$ cat config.mk
export PLATFORM = sky130hd
export DESIGN_NAME = ic_74148_seq
export DESIGN_NICKNAME = d
export VERILOG_FILES = /design/src/rtl/ic_74148_seq.sv
export SDC_FILE = /design/constraint.sdc
export NUM_CORES = 1
export LEC_CHECK = 0
export ABC_AREA = 0
export ABC_CLOCK_PERIOD_IN_PS = 12900
export CAP_MARGIN = 20
export CORE_MARGIN = 3
export CORE_UTILIZATION = 30
export CTS_BUF_LIST = sky130_fd_sc_hd__clkbuf_2
export DETAILED_ROUTE_END_ITERATION = 12
export PLACE_DENSITY_LB_ADDON = 0.15
export REMOVE_ABC_BUFFERS = 1
export SYNTH_ARGS = -nofsm -noshare
export SYNTH_HDL_FRONTEND = slang
export SYNTH_SLANG_ARGS = --single-unit
$ cat constraint.sdc
create_clock -name clk -period 12.9 [get_ports clk]
set_input_delay 1.935 -clock clk [delete_from_list [all_inputs] [get_ports clk]]
set_output_delay 1.935 -clock clk [all_outputs]
set_load 0.01 [all_outputs]
$ cat src/rtl/ic_74148_seq.sv
// ic_74148_seq: registered N-to-W priority encoder, valid/ready grant.
// Optional mask input is enabled by defining IC_74148_SEQ_MASK_EN.
module ic_74148_seq #(
  parameter int N  = 8,
  parameter int W  = 3,
  parameter int DW = 8
) (
  input  logic          clk,
  input  logic          rst,
  input  logic          en_i,
  input  logic [N-1:0]  req_i,
`ifdef IC_74148_SEQ_MASK_EN
  input  logic [N-1:0]  mask_i,
`endif
  input  logic          ready_i,
  output logic          valid_o,
  output logic [W-1:0]  code_o,
  output logic          gs_o,
  output logic [N-1:0]  pending_o,
  output logic [DW-1:0] drops_o
);

  if ((1 << W) != N) begin : g_bad_width
    $error("ic_74148_seq: 2**W must equal N");
  end

  typedef enum logic {
    IDLE,
    HOLD
  } state_e;

  localparam logic [31:0] DMAX = 32'((64'd1 << DW) - 64'd1);
  localparam logic [N-1:0] ONE = {{(N-1){1'b0}}, 1'b1};

  state_e        state_q, state_d;
  logic [W-1:0]  code_q, code_d;
  logic [N-1:0]  pend_q, pend_d;
  logic          gs_q, gs_d;
  logic [DW-1:0] drops_q, drops_d;

  logic [N-1:0]  msk;
  logic          acc;
  logic [N-1:0]  clr;
  logic [N-1:0]  elig;
  logic [31:0]   dcnt;
  logic [31:0]   dsum;

`ifdef IC_74148_SEQ_MASK_EN
  assign msk = mask_i;
`else
  assign msk = '0;
`endif

  // highest set index wins; lower hits are overwritten by higher ones
  function automatic logic [W-1:0] prio(input logic [N-1:0] v);
    prio = '0;
    for (int i = 0; i < N; i++) begin
      if (v[i]) prio = W'(i);
    end
  endfunction

  assign valid_o   = (state_q == HOLD);
  assign acc       = valid_o & ready_i;
  assign clr       = acc ? (ONE << code_q) : '0;
  assign elig      = pend_q & ~clr & ~msk;
  assign code_o    = code_q;
  assign gs_o      = gs_q;
  assign pending_o = pend_q;
  assign drops_o   = drops_q;

  // pending set/clear (set wins) and saturating merge counter
  always_comb begin
    pend_d = (pend_q & ~clr) | req_i;
    gs_d   = |(pend_d & ~msk);
    dcnt   = '0;
    for (int i = 0; i < N; i++) begin
      dcnt = dcnt + 32'(req_i[i] & pend_q[i] & ~clr[i]);
    end
    dsum    = 32'(drops_q) + dcnt;
    drops_d = (dsum > DMAX) ? DMAX[DW-1:0] : dsum[DW-1:0];
  end

  // grant FSM: launch from IDLE, chain back-to-back grants on accept
  always_comb begin
    state_d = state_q;
    code_d  = code_q;
    unique case (state_q)
      IDLE: begin
        if (en_i && (elig != '0)) begin
          state_d = HOLD;
          code_d  = prio(elig);
        end
      end
      HOLD: begin
        if (acc) begin
          if (en_i && (elig != '0)) begin
            code_d = prio(elig);
          end else begin
            state_d = IDLE;
          end
        end
      end
      default: state_d = IDLE;
    endcase
  end

  // state and datapath registers
  always_ff @(posedge clk or posedge rst) begin
    if (rst) begin
      state_q <= IDLE;
      code_q  <= '0;
      pend_q  <= '0;
      gs_q    <= 1'b0;
      drops_q <= '0;
    end else begin
      state_q <= state_d;
      code_q  <= code_d;
      pend_q  <= pend_d;
      gs_q    <= gs_d;
      drops_q <= drops_d;
    end
  end

endmodule

==> results of run 1 <==
[layout make-up]
type,instances,area (sq um)
Multi-Input combinational cell,91,657
Inverter,12,45.0
Sequential cell,21,526
Clock buffer,4,20.0
Timing Repair Buffer,32,320
Fill cell,388,2170
Tap cell,48,60.1
[sequential cells by signal, summed over array words and instances (netlist names)]
signal,cells
gs_o,1
drops_o,8
valid_o,1
pending_o,8
code_o,3
[layout by cell type, fill, tap and decap left out, drive strengths merged]
cell type	Yosys	layout
a41oi	1	1
o31a	2	2
or2	2	2
nor2	6	6
a31oi	2	2
and3	1	1
nand3b	1	1
o21ai	13	13
nor4	3	3
nand4	2	2
fa	5	5
and4	1	1
a21oi	5	5
and2	3	3
or2b	1	1
inv	12	12
dfrtp	21	21
xor2	1	1
nand2	16	16
o21a	3	3
nor2b	4	4
clkbuf	0	4
clkdlybuf4s50	0	32
ha	6	6
nand2b	8	8
o211ai	2	2
mux2	1	1
nand3	2	2
[how the worst min path moves through the flow]
stage	from	endpoint	slack, ns	depth (start not counted)
floorplan	pending_o[5]	pending_o[5]	0.58	2
global placement	drops_o[4]	drops_o[4]	0.56	2
global route	drops_o[5]	drops_o[6]	0.66	1
detailed placement	drops_o[4]	drops_o[4]	0.56	2
finish	drops_o[4]	drops_o[4]	0.60	2
CTS	drops_o[4]	drops_o[4]	0.61	2
[synth_stat cells (3+ instances only)]
| cell | instances |
|---|---|
| o21a_1 | 3 |
| dfrtp_1 | 21 |
| a21oi_1 | 4 |
| nor2_1 | 6 |
| ha_1 | 6 |
| and2_1 | 3 |
| fa_1 | 5 |
| nand2b_1 | 8 |
| inv_1 | 12 |
| o21ai_0 | 9 |
| nor2b_1 | 4 |
| nand2_1 | 16 |
| o21ai_1 | 3 |
[cells by family after synthesis]
logic type,synth area share (%)
flip-flops,42.8
buffers and inverters,3.67
adder cells (fa/ha/maj),14.3
XOR/XNOR,0.714
AND/OR/NAND/NOR,22.8
AO/OA/AOI/OAI,14.8
multiplexers,0.917
[layer usage]
layer | wire length (um) | track usage, % | vias to the layer above | part of all wire (%)
li1 | - | - | 494 | -
met1 | 1460 | 18.3 | 494 | 51
met2 | 1230 | 17.6 | 23 | 43
met3 | 111 | 1.87 | 4 | 3.9
met4 | 49 | 5.74 | 0 | 1.7
met5 | 0 | 0 | - | 0
[stage by stage]
stage / worst slack (ns) / util [%]
final: 6.38 / 42.9
after global routing: 6.05 / 42.9
after CTS: 6.37 / 42.9
after detailed placement: 5.99 / 42.3
after global placement: 6.12 / 42.3
after floorplan: 7.01 / -
[worst max-delay path, stage by stage]
cell and delay [ns]:
clkdlybuf4s50_1 0.51, nand3b_1 0.26, o31a_1 0.37, and2_1 0.21, fa_1 0.52, inv_1 0.06
fa_1 0.53, inv_1 0.05, fa_1 0.53, inv_1 0.05, fa_1 0.45, fa_1 0.39
nor2b_1 0.15, o21ai_1 0.08, nand2b_1 0.08, and2_1 0.21, nand4_1 0.22, o21ai_0 0.16
[report_power, final]
part           switching [mW]  internal (mW)
combinational          0.0846         0.0838
sequential             0.0172         0.0834
clock                  0.0212        0.00820
==> qor.txt, run 1 <==
Fin cells - 208
FP Rows - 22
Share of cells above drive strength 1 - 7.50%
DP Area - 1610 sq um
Top-area cell type share of the netlist area - 42.8%
Total grt overflow - 0
Max Freq - 0.153 GHz
Vias per cell - 4.88
Worst slew margin - 44.8%
RSZ-0062 raised after global routing - false
Post-CTS sizing - 0
Initial core utilization - 32.3%
Post-synthesis average cell area - 9.90 sq um
Number of DRC markers in iteration 0 - 84
WL final - 2.85 mm
Dominant cell type by area after synthesis - dfrtp_1
Pin count of the biggest net entering global routing - 22
Slew @ Worst Pin - 0.827 ns
Clock Tree Buf Depth - 2
Number of port buffers - 32
Status - finished, final reports clean
Fin. Hold Viols - 0
R2R depth - 17
Post-CTS setup buffer count - 0
FFs w/ async S/R, synth - 100%
Hold slack - 0.604 ns
N_diodes - 0
Post-synth EDFFs - 0
Synth-to-layout area growth - 32.6%
Power Density - 183 nW/um^2
Crit-path max FO - 6
Min-Delay Path Class - register to register
Clk Tree Root Cell - clkbuf_2
1st-pass router iterations - 4
CP Capture Type - register
Sequential area share after synthesis - 42.8%
Worst setup path start - ready_i
Max VDD drop - 0.0922 mV
Final min period - 6.52 ns
Max Slew Vio Count - 0
Initial antenna violation count - 0
CTS Buf Count - 3
DP HPWL - 2.29 mm
DR DRC count - 0
Crit share post-route - 50.5%
DP Cell Count - 204
Nets - 184
Clock tree sinks - 21
Synth Flop Type - dfrtp_1
MaxCap Viol Count - 0
Clk slew on worst S/H paths - 0.20 ns
# hold bufs at CTS - 0
Synth area leaders - dfrtp_1, fa_1, ha_1
GP Congestion - 0.813
Total power draw - 298 uW
#FFs+latches synth - 21
Clk_lat worst skew - 0.33 ns
FF-to-FF setup slack - 7.97 ns
Final ANT Viol Nets - 0
Syn Inst Count - 124
R2r endpoint - drops_o[3]
Critical Path End - drops_o[3]
Die area - 4900 sq um
Pleak - 0.674 nW
# H-tree levels - 1
CTS tree - built
IO Pins - 33
Netlist cell types - 31
Number of global-route vias before repair - 1016
Synthesized cell area - 1230 sq um
WL per Instance - 13.7 um
Die X - 70.0 um
Core footprint - 3800 sq um
Worst EP arrival - 6.78 ns
Final Setup Violations - 0
Critical path class - input pin to register
Worst r2r src - code_o[1]
WP data required - 13.16 ns
Fin Setup TNS - 0 ns
Total track usage - 12.4%
Vias - 1015
Global-route wire length before repair - 4.77 mm
Final Cell Area - 1630 sq um
Crit start category - input pin
Chip height - 70.0 um
Clk_skew - 0.00465 ns
Synth Warn # - 0
Note: power is estimated with default switching activity, not from simulation.
==> run 2: changes to the inputs <==
- ABC_CLOCK_PERIOD_IN_PS: 12900 -> 6200
- clock period: 12.9 -> 6.2 ns (I/O delays scaled with it)
==> run 2 against run 1 <==
- utilization up 0.20 points
- clock power rose by 98%
- count of clock-buffer cells in the layout did not move
- final cell count increased by 0.48%
- global-route usage is 0.18 points lower
- worst setup slack lost 5.5 ns
- first-iteration DRC count shrank 26%
- via count is 0.49% lower
- flip-flop and latch count unchanged
- sequential power is 110% higher
==> qor.txt, run 2 (synthesis results as in run 1) <==
Die X - 70.0 um (unchanged)
Status - finished, final reports clean
Slew @ Worst Pin - 0.799 ns (-0.0280 ns)
Max Freq - 0.188 GHz
DR DRC count - 0 (unchanged)
Share of cells above drive strength 1 - 8.07% (+0.57 points)
Global-route wire length before repair - 4.76 mm (-0.27%)
Crit start category - input pin
Hold path start - pending_o[5]
# hold bufs at CTS - 0 (unchanged)
Core footprint - 3800 sq um (unchanged)
Total track usage - 12.2% (-0.18 points)
CP Buf/Inv Count - 4 (unchanged)
1st-pass router iterations - 4 (unchanged)
Number of port buffers - 32 (unchanged)
Setup WS post-layout - 0.870 ns (-5.51 ns)
Final ANT Viol Nets - 0 (unchanged)
Number of DRC markers in iteration 0 - 62 (-26%)
Crit-path max FO - 5 (-1)
CP Capture Type - register
Pin count of the biggest net entering global routing - 22 (unchanged)
Worst EP arrival - 5.57 ns (-1.21 ns)
WL final - 2.82 mm (-1.3%)
Critical path class - input pin to register
Worst slew margin - 46.6% (+1.9 points)
FP Rows - 22 (unchanged)
Clk slew on worst S/H paths - 0.18 ns (-0.02 ns)
DP Area - 1620 sq um (+0.47%)
Finished Core Util - 43.1% (+0.20 points)
Final Setup Violations - 0 (unchanged)
Post-CTS sizing - 0 (unchanged)
Worst r2r src - code_o[1]
Die area - 4900 sq um (unchanged)
Clock tree sinks - 21 (unchanged)
Metal3 WL - 171 um (+54%)
Number of global-route vias before repair - 1012 (-0.39%)
Post-CTS setup buffer count - 0 (unchanged)
Slowest CP cell - fa_1
IO Pins - 33 (unchanged)
Power Density - 385 nW/um^2 (+110%)
MaxCap Viol Count - 0 (unchanged)
Commonest non-fill, non-tap cell in the layout - clkdlybuf4s50_1
Crit share post-route - 86.0%
Pleak - 0.678 nW (+0.62%)
Total grt overflow - 0 (unchanged)
Initial antenna violation count - 0 (unchanged)
Vias per cell - 4.83 (-0.97%)
Synth-to-layout area growth - 33.2%
DP HPWL - 2.29 mm (+0.17%)
WP data required - 6.44 ns (-6.72 ns)
Worst setup path start - ready_i
Final Cell Area - 1640 sq um (+0.46%)
DP Cell Count - 205 (+0.49%)
Wl on met1 - 1.36 mm (-7.2%)
Clk_lat worst skew - 0.32 ns (about the same)
Chip height - 70.0 um (unchanged)
Fin. Hold Viols - 0 (unchanged)
Most frequent cells in the layout - clkdlybuf4s50_1, dfrtp_1, nand2_1, inv_1, o21ai_0
CTS Buf Count - 3 (unchanged)
RSZ-0062 raised after global routing - false
Worst path cell trace - clkdlybuf4s50_1 > nand3_2 > o31a_1 > and2_1 > fa_1 > inv_1 > fa_1 > inv_1 > fa_1 > inv_1 > fa_1 > fa_1 > nor2b_1 > o21ai_1 > nand2b_1 > and2_1 > nand4_1 > o21ai_0
Most frequent CP cell - fa_1
# fillers - 364 (-6.2%)
Fin cells - 209 (+0.48%)
WL per Instance - 13.5 um (-1.7%)
Fin Setup TNS - 0 ns (unchanged)
Top delay family on crit path - adder cells
Top routing layer in use - met4
Total power draw - 630 uW (+110%)
Max VDD drop - 0.171 mV (+86%)
CTS tree - built
# H-tree levels - 1 (unchanged)
Clk Tree Root Cell - clkbuf_2
Vias - 1010 (-0.49%)
Clk_skew - 0.00876 ns (+0.00411 ns)
Slowest stage delay, CP - 0.53 ns (about the same)
Min-Delay Path Class - register to register
Initial core utilization - 32.3% (unchanged)
GP Congestion - 0.768 (-5.6%)
Max Slew Vio Count - 0 (unchanged)
N_diodes - 0 (unchanged)
Clock Tree Buf Depth - 2 (unchanged)
Pre-CTS WS - 0.524 ns (-5.46 ns)
Nets - 185 (+0.54%)
Final min period - 5.33 ns
WL met2 - 1.25 mm (+1.3%)
Hold slack - 0.602 ns (-0.00194 ns)
==> run 2: cell type report <==
type                       instances  area (sq um)  area share, %
clock buffer                       4          20.0           1.22
inverter                          12          45.0           2.75
multi-input combinational         91           657           40.2
sequential                        21           526           32.1
tap                               48          60.1           3.67
timing repair buffer              33           328           20.0
==> run 2: final timing paths <==
check | endpoint | slack (ns) | depth (start not counted)
worst max register to register | drops_o[2] | 1.52 | 17
worst min-delay path | pending_o[5] | 0.60 | 2
worst min register to register | pending_o[5] | 0.60 | 2
max in group asynchronous | pending_o[6] | 4.67 | 2
min in group asynchronous | drops_o[4] | 1.03 | 2
worst max-delay path | drops_o[2] | 0.87 | 18
==> run 2: where the power goes <==
group / total [mW] / leakage [nW] / internal, mW / switching [mW]
Combinational: 0.361 / 0.449 / 0.177 / 0.184
Clock: 0.0582 / 0.0166 / 0.0171 / 0.0411
Sequential: 0.210 / 0.213 / 0.174 / 0.0368
Total: 0.630 / 0.678 / 0.368 / 0.262
==> run 2: worst reg2reg max path, cell delays in order, from the launching register on <==
cell and delay [ns]:
dfrtp_1 0.45, nand3b_1 0.19, o31a_1 0.31, and2_1 0.21, fa_1 0.50, inv_1 0.05
fa_1 0.53, inv_1 0.06, fa_1 0.53, inv_1 0.05, fa_1 0.45, fa_1 0.39
nor2b_1 0.15, o21ai_1 0.07, nand2b_1 0.08, and2_1 0.20, nand4_1 0.21, o21ai_0 0.17
==> run 2: routing by layer <==
layer	up-vias	global-route usage [%]
li1	500	-
met1	467	17.6
met2	39	17.7
met3	4	2.73
met4	0	4.47
met5	-	0
==> patch: new RTL, config.mk and constraints of run 1 <==
The option `IC_74148_SEQ_MASK_EN` is turned on by a define.
--- a/src/rtl/ic_74148_seq.sv
+++ b/src/rtl/ic_74148_seq.sv
@@ -1,5 +1,7 @@
 // ic_74148_seq: registered N-to-W priority encoder, valid/ready grant.
 // Optional mask input is enabled by defining IC_74148_SEQ_MASK_EN.
+`define IC_74148_SEQ_MASK_EN
+
 module ic_74148_seq #(
   parameter int N  = 8,
   parameter int W  = 3,
Interface: changed (added mask_i); port bits go from 33 to 41. No check against the original RTL was run, so the function may have changed too.
==> patch against run 1 <==
  * Non-clock buffer count is 8 higher
  * Area after synthesis is 7.2% higher
  * Design area is 11% higher
  * Clock power is 6% higher
  * Setup slack better by 0.17 ns
  * Via count is 13% higher
  * Power is 11% higher
  * Wire length is 20% higher
  * Global-route usage is 1.5 points higher
  * Sequential cell count stayed put
  * Largest cell class unchanged
  * Highest routed layer unchanged
==> patch: results (changes against run 1) <==
\begin{tabular}{lr}
\hline
Metric & Value \\
\hline
\multicolumn{2}{l}{\textbf{Place}} \\
Placed standard-cell area & 1780 µm² (was 1610 µm²) \\
Placed wire-length estimate after detailed placement & 2.79 mm (was 2.29 mm) \\
\multicolumn{2}{l}{\textbf{Die}} \\
Die footprint & 5220 µm² (was 4900 µm²) \\
\multicolumn{2}{l}{\textbf{Worst setup path}} \\
Data arrival time at the worst-slack endpoint & 6.65 ns (was 6.78 ns) \\
Endpoint of the worst register-to-register path & drops\_o[2]\$\_DFF\_PP0\_ (was drops\_o[3]\$\_DFF\_PP0\_) \\
CP peak stage delay & 0.57 ns (was 0.53 ns) \\
Register-to-register setup slack & 8.16 ns (was 7.97 ns) \\
Slowest-stage cell, CP & clkdlybuf4s50\_1 (was fa\_1) \\
\multicolumn{2}{l}{\textbf{Global routing}} \\
Total global routing track utilization & 13.9\% (was 12.4\%) \\
GRT met2 Usage & 21.3\% (was 17.6\%) \\
M3 GR Usage & 1.94\% (was 1.87\%) \\
Met1 capacity usage during global routing & 20.1\% (was 18.3\%) \\
\multicolumn{2}{l}{\textbf{Min path}} \\
Startpoint of the lowest-slack hold path & code\_o[1]\$\_DFFE\_PP0P\_ (was drops\_o[4]\$\_DFF\_PP0\_) \\
\multicolumn{2}{l}{\textbf{Finish}} \\
Number of filler cells placed in the layout & 427 (was 388) \\
Total number of nets in the final design & 216 (was 184) \\
Non-clock buffer instance count of the final layout & 40 (was 32) \\
Layout-stage area growth over the synthesis result & 36.9\% (was 32.6\%) \\
Share of post-route cells with drive strength above 1 & 7.07\% (was 7.50\%) \\
Proportion of cell area occupied by multi-input gates & 39.7\% (was 40.4\%) \\
\multicolumn{2}{l}{\textbf{Power and ir drop}} \\
Static power due to leakage & 0.763 nW (was 0.674 nW) \\
IR drop worst, VDD & 0.0000886 V (was 0.0000922 V) \\
\multicolumn{2}{l}{\textbf{Synth}} \\
Synthesized instance count & 140 (was 124) \\
Commonest cells in the synthesized netlist & 21 x dfrtp\_1, 20 x inv\_1, 13 x nor2\_1 (was 21 x dfrtp\_1, 16 x nand2\_1, 12 x inv\_1) \\
Largest cells by area after synthesis & dfrtp\_1 40\%, fa\_1 7.6\%, ha\_1 5.7\%, inv\_1 5.7\%, nor2\_1 3.7\% (was dfrtp\_1 43\%, fa\_1 8.2\%, ha\_1 6.1\%, nand2\_1 4.9\%, nand2b\_1 4.1\%) \\
Compound-gate portion of the synthesized area & 19.6\% (was 14.8\%) \\
Adder and majority cell fraction of the synthesized area & 13.3\% (was 14.3\%) \\
Xor-xnor portion of the synthesized cell area & 0.665\% (was 0.714\%) \\
\multicolumn{2}{l}{\textbf{Outcome}} \\
Outcome & complete, no violations (unchanged) \\
\multicolumn{2}{l}{\textbf{Drt}} \\
Detail Route met2 WL & 1.59 mm (was 1.23 mm) \\
Average via count per standard cell & 4.92 (was 4.88) \\
\hline
\end{tabular}
==> patch: cell types whose count changed after synthesis, sizes merged, moves of 2 or more <==
| cell | before | now |
|---|---|---|
| and2 | 3 | 1 |
| o22ai | 0 | 6 |
| o21a | 3 | 1 |
| mux2i | 0 | 2 |
| a21oi | 5 | 10 |
| nand2 | 16 | 11 |
| nor2 | 6 | 13 |
| o31a | 2 | 0 |
| inv | 12 | 20 |
| nor4 | 3 | 0 |
==> patch: worst max-delay path: cells and delay by family <==
kind	cells	cell delay [ns]
adders and majority gates	5	2.41
and+or+nand+nor	6	0.95
buffers and inverters	4	0.72
AOI/OAI and AO/OA	3	0.62
==> patch: power breakdown <==
part | leakage [nW] | switching [W] | internal, W
combinational | 0.536 | 0.0000963 | 0.0000988
clock | 0.0126 | 0.0000239 | 0.00000720
sequential | 0.214 | 0.0000201 | 0.0000856
total | 0.763 | 0.000140 | 0.000192
